**config.mk**
```make
export PLATFORM = sky130hd
export DESIGN_NAME = digclk_alarm_p
export DESIGN_NICKNAME = d
export VERILOG_FILES = /design/src/rtl/digclk_alarm_p.sv
export SDC_FILE = /design/constraint.sdc
export NUM_CORES = 1
export LEC_CHECK = 0
export ABC_CLOCK_PERIOD_IN_PS = 3100
export BUFFER_PORTS_ARGS = -buffer_cell sky130_fd_sc_hd__buf_4
export CELL_PAD_IN_SITES_DETAIL_PLACEMENT = 0
export CELL_PAD_IN_SITES_GLOBAL_PLACEMENT = 1
export CORE_ASPECT_RATIO = 1.4
export CORE_UTILIZATION = 43
export DETAILED_ROUTE_END_ITERATION = 8
export MAX_ROUTING_LAYER = met4
export PLACE_DENSITY_LB_ADDON = 0.1
export SYNTH_ARGS = -nofsm -noshare
export SYNTH_HDL_FRONTEND = slang
export SYNTH_SLANG_ARGS = --single-unit
```
**constraint.sdc**
```tcl
create_clock -name clk_in -period 3.1 [get_ports clk_in]
set_clock_uncertainty 0.05 [all_clocks]
set_input_delay 0.465 -clock clk_in [delete_from_list [all_inputs] [get_ports clk_in]]
set_output_delay 0.465 -clock clk_in [all_outputs]
set_load 0.02 [all_outputs]
```
**src/rtl/digclk_alarm_p.sv**
```systemverilog
`timescale 1ns/1ps
`default_nettype none
// ============================================================================
// Module   : digclk_alarm_p
// Brief    : HH:MM:SS clock with button time/alarm setting, bounded alarm ring
//            and 12/24-hour display decode.
// Revision : 1.0 - initial release
// ============================================================================
module digclk_alarm_p #(
    parameter int TICKS_PER_SEC = 1,
    parameter int RING_SECS     = 10,
    parameter int PRE_W         = 26
) (
    input  logic       clk_in,
    input  logic       reset,
    input  logic       en,
    input  logic       set_time,
    input  logic       set_alarm,
    input  logic       inc_min,
    input  logic       inc_hrs,
    input  logic       mode12,
    input  logic       alarm_en,
    output logic [5:0] sec,
    output logic [5:0] min,
    output logic [4:0] hrs,
    output logic [4:0] disp_hrs,
    output logic       pm,
    output logic [5:0] alarm_min,
    output logic [4:0] alarm_hrs,
    output logic       alarm_ring
);

    localparam int                RING_W      = $clog2(RING_SECS + 1);
    localparam logic [PRE_W-1:0]  c_PRE_MAX   = PRE_W'(TICKS_PER_SEC - 1);
    localparam logic [RING_W-1:0] c_RING_LOAD = RING_W'(RING_SECS);

    typedef enum logic [1:0] {
        ST_RUN       = 2'd0,
        ST_SET_TIME  = 2'd1,
        ST_SET_ALARM = 2'd2
    } state_t;

    state_t            r_state;
    state_t            w_next;
    logic              w_clr_pre;
    logic              w_pre_run;
    logic              w_edit_time;
    logic              w_edit_alarm;

    logic [PRE_W-1:0]  r_pre;
    logic [5:0]        r_sec;
    logic [5:0]        r_min;
    logic [4:0]        r_hrs;
    logic [5:0]        r_amin;
    logic [4:0]        r_ahrs;
    logic [RING_W-1:0] r_ring_cnt;
    logic              r_ring;
    logic              r_min_q;
    logic              r_hrs_q;

    logic              w_min_edge;
    logic              w_hrs_edge;
    logic              w_tick;
    logic              w_sec_wrap;
    logic              w_min_wrap;
    logic [5:0]        w_sec_nx;
    logic [5:0]        w_min_nx;
    logic [4:0]        w_hrs_nx;
    logic [5:0]        w_min_inc;
    logic [4:0]        w_hrs_inc;
    logic [5:0]        w_amin_inc;
    logic [4:0]        w_ahrs_inc;
    logic              w_trigger;
    logic              w_ring_clr;

    always_ff @(posedge clk_in) begin
        if (reset) begin
            r_state <= ST_RUN;
        end else begin
            r_state <= w_next;
        end
    end

    // Mode selection depends only on the level inputs; set_time dominates.
    always_comb begin
        w_next       = ST_RUN;
        w_clr_pre    = 1'b0;
        w_pre_run    = 1'b0;
        w_edit_time  = 1'b0;
        w_edit_alarm = 1'b0;
        if (set_time) begin
            w_next = ST_SET_TIME;
        end else if (set_alarm) begin
            w_next = ST_SET_ALARM;
        end
        w_clr_pre    = (w_next == ST_SET_TIME) ||
                       ((r_state != ST_RUN) && (w_next == ST_RUN));
        w_pre_run    = en && (r_state != ST_SET_TIME) && !w_clr_pre;
        w_edit_time  = (r_state == ST_SET_TIME);
        w_edit_alarm = (r_state == ST_SET_ALARM);
    end

    assign w_min_edge = inc_min & ~r_min_q;
    assign w_hrs_edge = inc_hrs & ~r_hrs_q;
    assign w_tick     = w_pre_run && (r_pre == c_PRE_MAX);

    assign w_sec_wrap = (r_sec == 6'd59);
    assign w_min_wrap = (r_min == 6'd59);
    assign w_sec_nx   = w_sec_wrap ? 6'd0 : r_sec + 6'd1;
    assign w_min_nx   = w_sec_wrap ? (w_min_wrap ? 6'd0 : r_min + 6'd1) : r_min;
    assign w_hrs_nx   = (w_sec_wrap && w_min_wrap) ?
                        ((r_hrs == 5'd23) ? 5'd0 : r_hrs + 5'd1) : r_hrs;

    assign w_min_inc  = (r_min  == 6'd59) ? 6'd0 : r_min  + 6'd1;
    assign w_hrs_inc  = (r_hrs  == 5'd23) ? 5'd0 : r_hrs  + 5'd1;
    assign w_amin_inc = (r_amin == 6'd59) ? 6'd0 : r_amin + 6'd1;
    assign w_ahrs_inc = (r_ahrs == 5'd23) ? 5'd0 : r_ahrs + 5'd1;

    // Only a running tick landing exactly on HH:MM:00 arms the ring.
    assign w_trigger  = w_tick && (r_state == ST_RUN) && alarm_en &&
                        (w_sec_nx == 6'd0) && (w_min_nx == r_amin) &&
                        (w_hrs_nx == r_ahrs);
    assign w_ring_clr = w_min_edge || w_hrs_edge || !alarm_en ||
                        (w_next == ST_SET_TIME);

    always_ff @(posedge clk_in) begin
        if (reset) begin
            r_pre   <= '0;
            r_min_q <= 1'b0;
            r_hrs_q <= 1'b0;
        end else begin
            r_min_q <= inc_min;
            r_hrs_q <= inc_hrs;
            if (w_clr_pre) begin
                r_pre <= '0;
            end else if (w_pre_run) begin
                r_pre <= (r_pre == c_PRE_MAX) ? '0 : r_pre + 1'b1;
            end
        end
    end

    always_ff @(posedge clk_in) begin
        if (reset) begin
            r_sec  <= 6'd0;
            r_min  <= 6'd0;
            r_hrs  <= 5'd0;
            r_amin <= 6'd0;
            r_ahrs <= 5'd0;
        end else begin
            if (w_next == ST_SET_TIME) begin
                r_sec <= 6'd0;
            end else if (w_tick) begin
                r_sec <= w_sec_nx;
            end

            if (w_edit_time) begin
                if (w_min_edge) r_min <= w_min_inc;
                if (w_hrs_edge) r_hrs <= w_hrs_inc;
            end else if (w_tick) begin
                r_min <= w_min_nx;
                r_hrs <= w_hrs_nx;
            end

            if (w_edit_alarm) begin
                if (w_min_edge) r_amin <= w_amin_inc;
                if (w_hrs_edge) r_ahrs <= w_ahrs_inc;
            end
        end
    end

    always_ff @(posedge clk_in) begin
        if (reset) begin
            r_ring     <= 1'b0;
            r_ring_cnt <= '0;
        end else if (w_ring_clr) begin
            r_ring     <= 1'b0;
            r_ring_cnt <= '0;
        end else if (w_trigger) begin
            r_ring     <= 1'b1;
            r_ring_cnt <= c_RING_LOAD;
        end else if (w_tick && r_ring) begin
            if (r_ring_cnt <= RING_W'(1)) begin
                r_ring     <= 1'b0;
                r_ring_cnt <= '0;
            end else begin
                r_ring_cnt <= r_ring_cnt - 1'b1;
            end
        end
    end

    always_comb begin
        disp_hrs = r_hrs;
        if (mode12) begin
            if (r_hrs == 5'd0) begin
                disp_hrs = 5'd12;
            end else if (r_hrs > 5'd12) begin
                disp_hrs = r_hrs - 5'd12;
            end
        end
    end

    assign pm         = (r_hrs >= 5'd12);
    assign sec        = r_sec;
    assign min        = r_min;
    assign hrs        = r_hrs;
    assign alarm_min  = r_amin;
    assign alarm_hrs  = r_ahrs;
    assign alarm_ring = r_ring;

endmodule
`default_nettype wire

```
==> results.yml, run 1 <==
status:
  status: "finished clean"
drt:
  vias: 3565
  drt-pass1-iter-count: 4
  dr.first_iter.drc_count: 143
  via_per_inst: 5.623
  route.detailed.drc: 0
  ant_nets: 0
  wl_um: 9712
  wire_per_inst_um: 15.32
cts:
  tritoncts: "yes"
  cts_htree_levels: 3
  clk_latency_ns: 0.33
  clk_pin_slew_ns: 0.05
  cts_setup_buffers: 0
  cts_made_buffers: 9
  holdBufCountCts: 0
  cts-root-buf: "clkbuf_16"
  cts.sink_count: 63
  cts.path.max_buffers: 2
  postCtsResizedCells: 0
layout:
  utilization_pct: 54.09
  area_growth_pct: 20.09
  fill_cells: 868
  fin_cells: 634
  drive_gt1_share_pct: 15.23
  regArea_sq_um: 1261
  diodes: 0
  multiInputGateArea_sq_um: 2318
  finalNetCount: 551
  fin_area_sq_um: 4487
logic_synthesis:
  synth.most_common_cell: "dfxtp_1"
  synth_top_area_share_pct: 33.76
  ys_types: 57
  synth_common_cells: "dfxtp_1 (63), nor2_1 (61), a21oi_1 (37)"
  ys_ff_latch: 63
  ys_warn_count: 0
  synth-async-reset-ratio_pct: 0
  seq_area_frac_synth_pct: 33.76
  synth-edff-count: 0
  avgSynthCellArea_sq_um: 7.849
  synth_cells: 476
  synth_area_leaders: "dfxtp_1 (34%), nor2_1 (6.1%), xnor2_1 (5.2%)"
  syn-num-nets: 499
  synth_top_area_cell: "dfxtp_1"
  synth_area_sq_um: 3736
  synth-main-ff-cell: "dfxtp_1"
global_route:
  track_usage_pct: 23.92
  antenna_found_initial: 0
  grt_max_degree: 22
  overflow: 0
  met1_usage_pct: 26.36
  grt_pass1_vias: 3384
  use_met2_pct: 41.19
  top_usage_layer: "met2"
  use_met3_pct: 4.065
  grt_first_pass_wirelength_um: 16220
placement:
  io_buffers: 43
  dpl_cell_area_sq_um: 4222
  dpl.cell_count: 619
  post-place-ws_ns: 0.2358
  dp_hpwl_um: 7436
  gp_congestion: 0.8506
timing:
  fin_crit_sh_pct: 92.75
  setup_viol: 0
  max_freq_ghz: 0.3478
  worst_hold_slack_ns: 0.3121
  final_max_slew_viol_count: 0
  setup_tns_ns: 0
  max_slew_margin_pct: 46.44
  hold_viol_final: 0
  worstMarginPinSlew_ns: 0.8033
  rsz0062_at_grt: "no"
  setup_ws_ns: 0.2248
  fin_crit_ns: 2.875
worst_setup_path:
  critPathTopFamily: "simple AND/OR/NAND/NOR gates"
  crit_path_end_kind: "register"
  crit-reg2reg-launch: "min[1]"
  cp_slowest_cell: "or4b_4"
  cp_num_buf_inv: 0
  cp.required_ns: 3.26
  crit_start: "min[1]"
  cp.arrival_ns: 3.04
  cp_slowest_stage_delay_ns: 0.57
  cp_max_fo: 5
  path_class: "reg2reg"
  path_cells: "ha_1 -> nor2b_1 -> nand4_2 -> o21a_1 -> or3_1 -> a211o_1 -> or4b_4 -> nor3b_1"
  cp-start-kind: "register"
floorplan:
  io_pins: 44
  dieArea_sq_um: 9071
  core_sq_um: 8295
  die_y_um: 112.3
  rows: 39
  initial_utilization_pct: 45.04
  die_w_um: 80.78
power_and_ir_drop:
  total_power_mw: 1.836
  power_density_nw_per_um2: 409.3
  leakagePower_nw: 1.675
  vdd_drop_max_mv: 0.2740
worst_hold_path:
  hold_class: "in2reg"
  min-delay-start: "inc_min"
job:
  cap_violations: 0
-- worst paths after layout --
path,to,slack [ns],depth (start not counted)
setup / recovery,r_ring_cnt[2],0.22,8
hold / removal,r_min_q,0.31,2
setup reg to reg,r_ring_cnt[2],0.22,8
hold reg to reg,r_ring_cnt[1],0.44,2
-- worst reg2reg max path, stage by stage (launching register included) --
cell	delay, ns
dfxtp_1	0.40
ha_1	0.26
nor2b_1	0.30
nand4_2	0.18
o21a_1	0.22
or3_1	0.34
a211o_1	0.29
or4b_4	0.57
nor3b_1	0.16
-- power by group --
group	internal, mW	total, mW	switching, mW	leakage [nW]
combinational	0.0422	0.104	0.0621	1.04
clock	0.553	0.908	0.355	0.131
sequential	0.817	0.824	0.00687	0.509
total	1.41	1.84	0.424	1.68
-- state kept, by name (all words and copies together), names as in the netlist, 2 cells and up --
name	cells
hrs	5
r_ring_cnt	4
r_state	2
sec	6
r_pre	26
alarm_hrs	5
alarm_min	6
min	6
-- layer usage --
metal  share of wire (%)  up-vias  wire (um)
li1                    -     1809          -
met1                  41     1658       4029
met2                  52       80       5082
met3                 3.6       18        346
met4                 2.6        0        252
met5                   0        -          0
-- cell type report --
class,count,share of cell area (%)
multi-input combinational,374,51.67
sequential,63,28.11
timing repair buffer,57,9.537
clock buffer,11,5.410
tap,102,2.844
inverter,23,1.924
clock inverter,4,0.5020
-- logic make-up after synthesis --
logic type | share of synthesized area (%)
and+or+nand+nor | 31.92
AOI/OAI and AO/OA | 15.24
DFF | 33.76
buffers and inverters | 4.186
xor gates and xnor gates | 7.501
adders and majority gates | 4.689
muxes | 2.713
-- placed cells by master (no fill, tap or decap), types with 14 or more instances in the layout --
| cell | n |
|---|---|
| inv_1 | 23 |
| ha_1 | 14 |
| nand2_1 | 36 |
| a21oi_1 | 37 |
| or3_1 | 17 |
| nor3_1 | 16 |
| buf_4 | 57 |
| nor2_1 | 61 |
| nand3_1 | 19 |
| o21ai_0 | 24 |
| dfxtp_1 | 63 |
| xnor2_1 | 22 |
Note: power is estimated with default switching activity, not from simulation.
==> inputs of run 2 (changes only) <==
Settings changed: CTS_CLUSTER_SIZE set to 40, GPL_TIMING_DRIVEN set to 0.
==> run 2 against run 1 <==
- die area is the same
- non-clock buffer count is 2 higher
- sequential share of layout area is 0.48 points lower
- sequential power hardly changed
- combinational power barely moved
- flip-flop and latch count unchanged
- clock-buffer cell count grew 3
- highest routed layer unchanged
==> results.yml, run 2 (same netlist as run 1, synthesis figures left out) <==
power_and_ir_drop:
  power_density_nw_per_um2: 454.9
  vdd_drop_max_mv: 0.3971
  leakagePower_nw: 1.703
  total_power_mw: 2.082
layout:
  fin_area_sq_um: 4578
  layout_common_cells: "nor2_1 (61), dfxtp_1 (60), buf_4 (43)"
  diodes: 0
  fin_cells: 637
  finalNetCount: 553
  layout_commonest_cell: "nor2_1"
  utilization_pct: 55.19
  top_register: "r_pre"
  drive_gt1_share_pct: 14.58
  area_growth_pct: 22.54
  largest_reg_flops: 26
timing:
  final_max_slew_viol_count: 0
  worst_hold_slack_ns: 0.3084
  setup_tns_ns: 0
  setup_ws_ns: 0.1187
  rsz0062_at_grt: "no"
  max_freq_ghz: 0.3354
  fin_crit_ns: 2.981
  fin_crit_sh_pct: 96.17
  max_slew_margin_pct: 47.40
  worstMarginPinSlew_ns: 0.7891
  setup_viol: 0
  hold_viol_final: 0
worst_setup_path:
  cp.arrival_ns: 3.14
  cp.required_ns: 3.26
  cp_slowest_stage_delay_ns: 0.55
  path_cells: "nor4_1 -> nand2_1 -> or4_4 -> buf_6 -> a211o_1 -> nor4b_2 -> or4b_4 -> nor3b_1"
  cp-start-kind: "register"
  cp_slowest_cell: "or4b_4"
  cp_max_fo: 9
  crit_path_end_kind: "register"
  path_class: "reg2reg"
placement:
  dpl_cell_area_sq_um: 4187
  dpl.cell_count: 621
  dp_hpwl_um: 7284
  gp_congestion: 0.8873
  post-place-ws_ns: -0.01783
  io_buffers: 43
global_route:
  track_usage_pct: 24.18
  grt_pass1_vias: 3437
  grt_max_degree: 11
  overflow: 0
  antenna_found_initial: 0
  grt_first_pass_wirelength_um: 16190
cts:
  clk_pin_slew_ns: 0.05
  cts.sink_count: 63
  tritoncts: "yes"
  cts_made_buffers: 9
  holdBufCountCts: 0
  cts.path.max_buffers: 2
  cts-root-buf: "clkbuf_16"
  cts_htree_levels: 3
  clk_latency_ns: 0.33
floorplan:
  io_pins: 44
  die_w_um: 80.78
  core_sq_um: 8295
  rows: 39
  initial_utilization_pct: 45.04
  die_y_um: 112.3
  dieArea_sq_um: 9071
drt:
  route.detailed.drc: 0
  drt-pass1-iter-count: 4
  wire_per_inst_um: 15.50
  via_per_inst: 5.623
  dr.first_iter.drc_count: 157
  ant_nets: 0
  vias: 3582
  wl_um: 9873
status:
  status: "finished clean"
job:
  cap_violations: 0
worst_hold_path:
  hold_class: "in2reg"
## run 2: cell count changes in the layout (fill, tap and decap cells not counted), sizes merged
cell / previous run / this run
clkbuf: 11 / 27
buf: 57 / 46
clkinv: 3 / 0
bufinv: 0 / 2
clkinvlp: 1 / 0
## run 2: timing repair
action | CTS | global route
endpoints found under the setup margin | 5 | 6
gates resized for setup | 2 | 10
endpoints found under the hold margin | 0 | 0
pin swaps | 0 | 1
buffers inserted | 0 | 0
## run 2: final timing paths
check | from | to | slack (ns) | cells past startpoint
setup / recovery | r_pre[3] | r_ring_cnt[2] | 0.12 | 8
hold / removal | set_alarm | r_state[1] | 0.31 | 2
setup reg to reg | r_pre[3] | r_ring_cnt[2] | 0.12 | 8
hold reg to reg | r_ring_cnt[1] | r_ring_cnt[1] | 0.44 | 2
## run 2: critical path, delay by kind of cell, from the launching register on
kind                   cells  cell delay, ns
AND/OR/NAND/NOR            6            2.06
flip-flops                 1            0.33
AO/OA/AOI/OAI              1            0.24
buffers and inverters      1            0.15
## run 2: area by class of cell
cell class,instances,area (sq um)
fillers,842,3717
repair buffers,43,322.8
clock buffers,14,284.0
plain buffers,16,71.32
inverters,23,86.33
well taps,102,127.6
multi-input cells,374,2361
clock inverters,2,60.06
flip-flops and latches,63,1265
## run 2: layer usage
layer | GRT usage (%) | vias up | wire length (um)
li1 | - | 1802 | -
met1 | 24.95 | 1678 | 4021
met3 | 5.366 | 28 | 356
met2 | 41.92 | 74 | 5106
met5 | - | - | 0
met4 | 12.50 | 0 | 388
## run 2: power breakdown
group	internal, mW	switching [mW]	leakage (nW)
Clock	0.792	0.361	0.169
Sequential	0.817	0.00849	0.510
Combinational	0.0397	0.0642	1.02
==> inputs of run 3 (changes only) <==
Settings changed: CORE_UTILIZATION 43 to 42.
==> run 3 against run 2 <==
- die area up 2.3%
- design area is 1.4% lower
- core utilization fell by 2.8 points
==> results.yml, run 3 (same netlist as run 1, synthesis figures left out) <==
status:
  status: "finished clean"
layout:
  layout_commonest_cell: "nor2_1"
  layout_common_cells: "nor2_1 (61), dfxtp_1 (59), buf_4 (44)"
  top_register: "r_pre"
  drive_gt1_share_pct: 14.45
  finalNetCount: 553
  fill_cells: 870
  largest_reg_flops: 26
  diodes: 0
  area_growth_pct: 20.80
worst_setup_path:
  cp_slowest_cell: "or4b_4"
  cp_slowest_stage_delay_ns: 0.55
  cp.arrival_ns: 3.19
  cp_num_buf_inv: 1
  critPathTopFamily: "simple AND/OR/NAND/NOR gates"
  cp-start-kind: "register"
  cp.required_ns: 3.26
  path_class: "reg2reg"
  cp_max_fo: 9
  crit_path_end_kind: "register"
  path_cells: "nor4_1 -> nand2_1 -> or4_4 -> buf_6 -> a211o_1 -> nor4b_2 -> or4b_4 -> nor3b_1"
cts:
  clk_latency_ns: 0.33
  cts_made_buffers: 9
  cts.path.max_buffers: 2
  cts.sink_count: 63
  cts_htree_levels: 3
  cts-root-buf: "clkbuf_16"
  clk_pin_slew_ns: 0.05
  tritoncts: "yes"
drt:
  route.met2.wl_um: 5092
  wl_um: 9785
  drt-met1-wl_um: 4115
  wire_per_inst_um: 15.34
  route.detailed.drc: 0
  via_per_inst: 5.558
  vias: 3546
  wl_met3_um: 262
  drt-pass1-iter-count: 4
  top_layer: "met4"
  ant_nets: 0
  dr.first_iter.drc_count: 107
timing:
  fin_crit_sh_pct: 97.91
  fin_crit_ns: 3.035
  worst_hold_slack_ns: 0.3116
  setup_viol: 0
  rsz0062_at_grt: "no"
  hold_viol_final: 0
  max_freq_ghz: 0.3295
  worstMarginPinSlew_ns: 0.8439
  final_max_slew_viol_count: 0
  max_slew_margin_pct: 43.74
power_and_ir_drop:
  pwr-share-clk_pct: 49.7
  power.internal_mw: 1.432
  leakagePower_nw: 1.670
  vdd_drop_max_mv: 0.3246
  p_comb_share_pct: 5.6
  swShare_pct: 22.58
  p_switching_mw: 0.4179
  seqPwrFrac_pct: 44.7
  power_density_nw_per_um2: 410.0
  total_power_mw: 1.850
floorplan:
  initial_utilization_pct: 43.40
  io_pins: 44
  dieArea_sq_um: 9282
  rows: 40
  die_w_um: 81.71
  core_sq_um: 8608
  die_y_um: 113.6
placement:
  dp_hpwl_um: 7393
  io_buffers: 43
  gp_congestion: 0.8292
global_route:
  antenna_found_initial: 0
  track_usage_pct: 23.34
  grt_first_pass_wirelength_um: 15880
  overflow: 0
  grt_max_degree: 11
  grt_pass1_vias: 3333
job:
  cap_violations: 0
worst_hold_path:
  hold_class: "in2reg"
run 3: cell count changes in the layout (fill, tap and decap cells not counted), sizes merged:
cell,delta
clkbuf,-2
buf,+1
clkinv,+1
bufinv,-2
run 3: area by class of cell:
type | instances | area, sq um | share of cell area (%)
multi-input cells | 374 | 2366 | 52.43
flip-flops and latches | 63 | 1266 | 28.06
repair buffers | 44 | 330.3 | 7.319
clock buffers | 13 | 260.3 | 5.767
well taps | 105 | 131.4 | 2.911
inverters | 23 | 86.33 | 1.913
plain buffers | 15 | 67.56 | 1.497
clock inverters | 1 | 5.005 | 0.1109
run 3: path summary, 6_finish.rpt:
check        cells after the start  slack (ns)            end           from
max                              8        0.06  r_ring_cnt[0]       r_pre[3]
min                              2        0.31     r_state[1]      set_alarm
max reg2reg                      8        0.06  r_ring_cnt[0]       r_pre[3]
min reg2reg                      2        0.44  r_ring_cnt[1]  r_ring_cnt[1]
run 3: through the flow:
stage,utilization (%),setup slack [ns],setup TNS (ns),instance area (sq um),cells
floorplan,-,0.2536,0,3736,476
global placement,48.68,-0.05624,-0.09329,4190,624
detailed placement,48.68,-0.04726,-0.06137,4190,624
CTS,51.89,0.004433,0,4467,638
global route,52.43,0.02360,0,4513,638
finish,52.43,0.06488,0,4513,638
run 3: power groups by stage:
stage                     sequential [mW]  combinational (mW)  clock, mW
final                               0.827               0.103      0.920
after global routing                0.827               0.115      0.974
after CTS                           0.826               0.104      0.943
after detailed placement            0.843               0.103          0
after global placement              0.843               0.102          0
after floorplan                     0.844              0.0592          0
run 3: timing repair:
item                                    4_1_cts  5_1_grt
pin swaps                                     0        1
endpoints found under the setup margin        5        7
hold buffers                                  0        0
buffers inserted                              0        1
resized for setup                             2       11
run 3: routing by layer:
| layer | up-vias | GRT usage (%) |
|---|---|---|
| li1 | 1816 | - |
| met1 | 1655 | 24.50 |
| met2 | 55 | 41.17 |
| met3 | 20 | 4.080 |
| met4 | 0 | 11.23 |
| met5 | - | - |
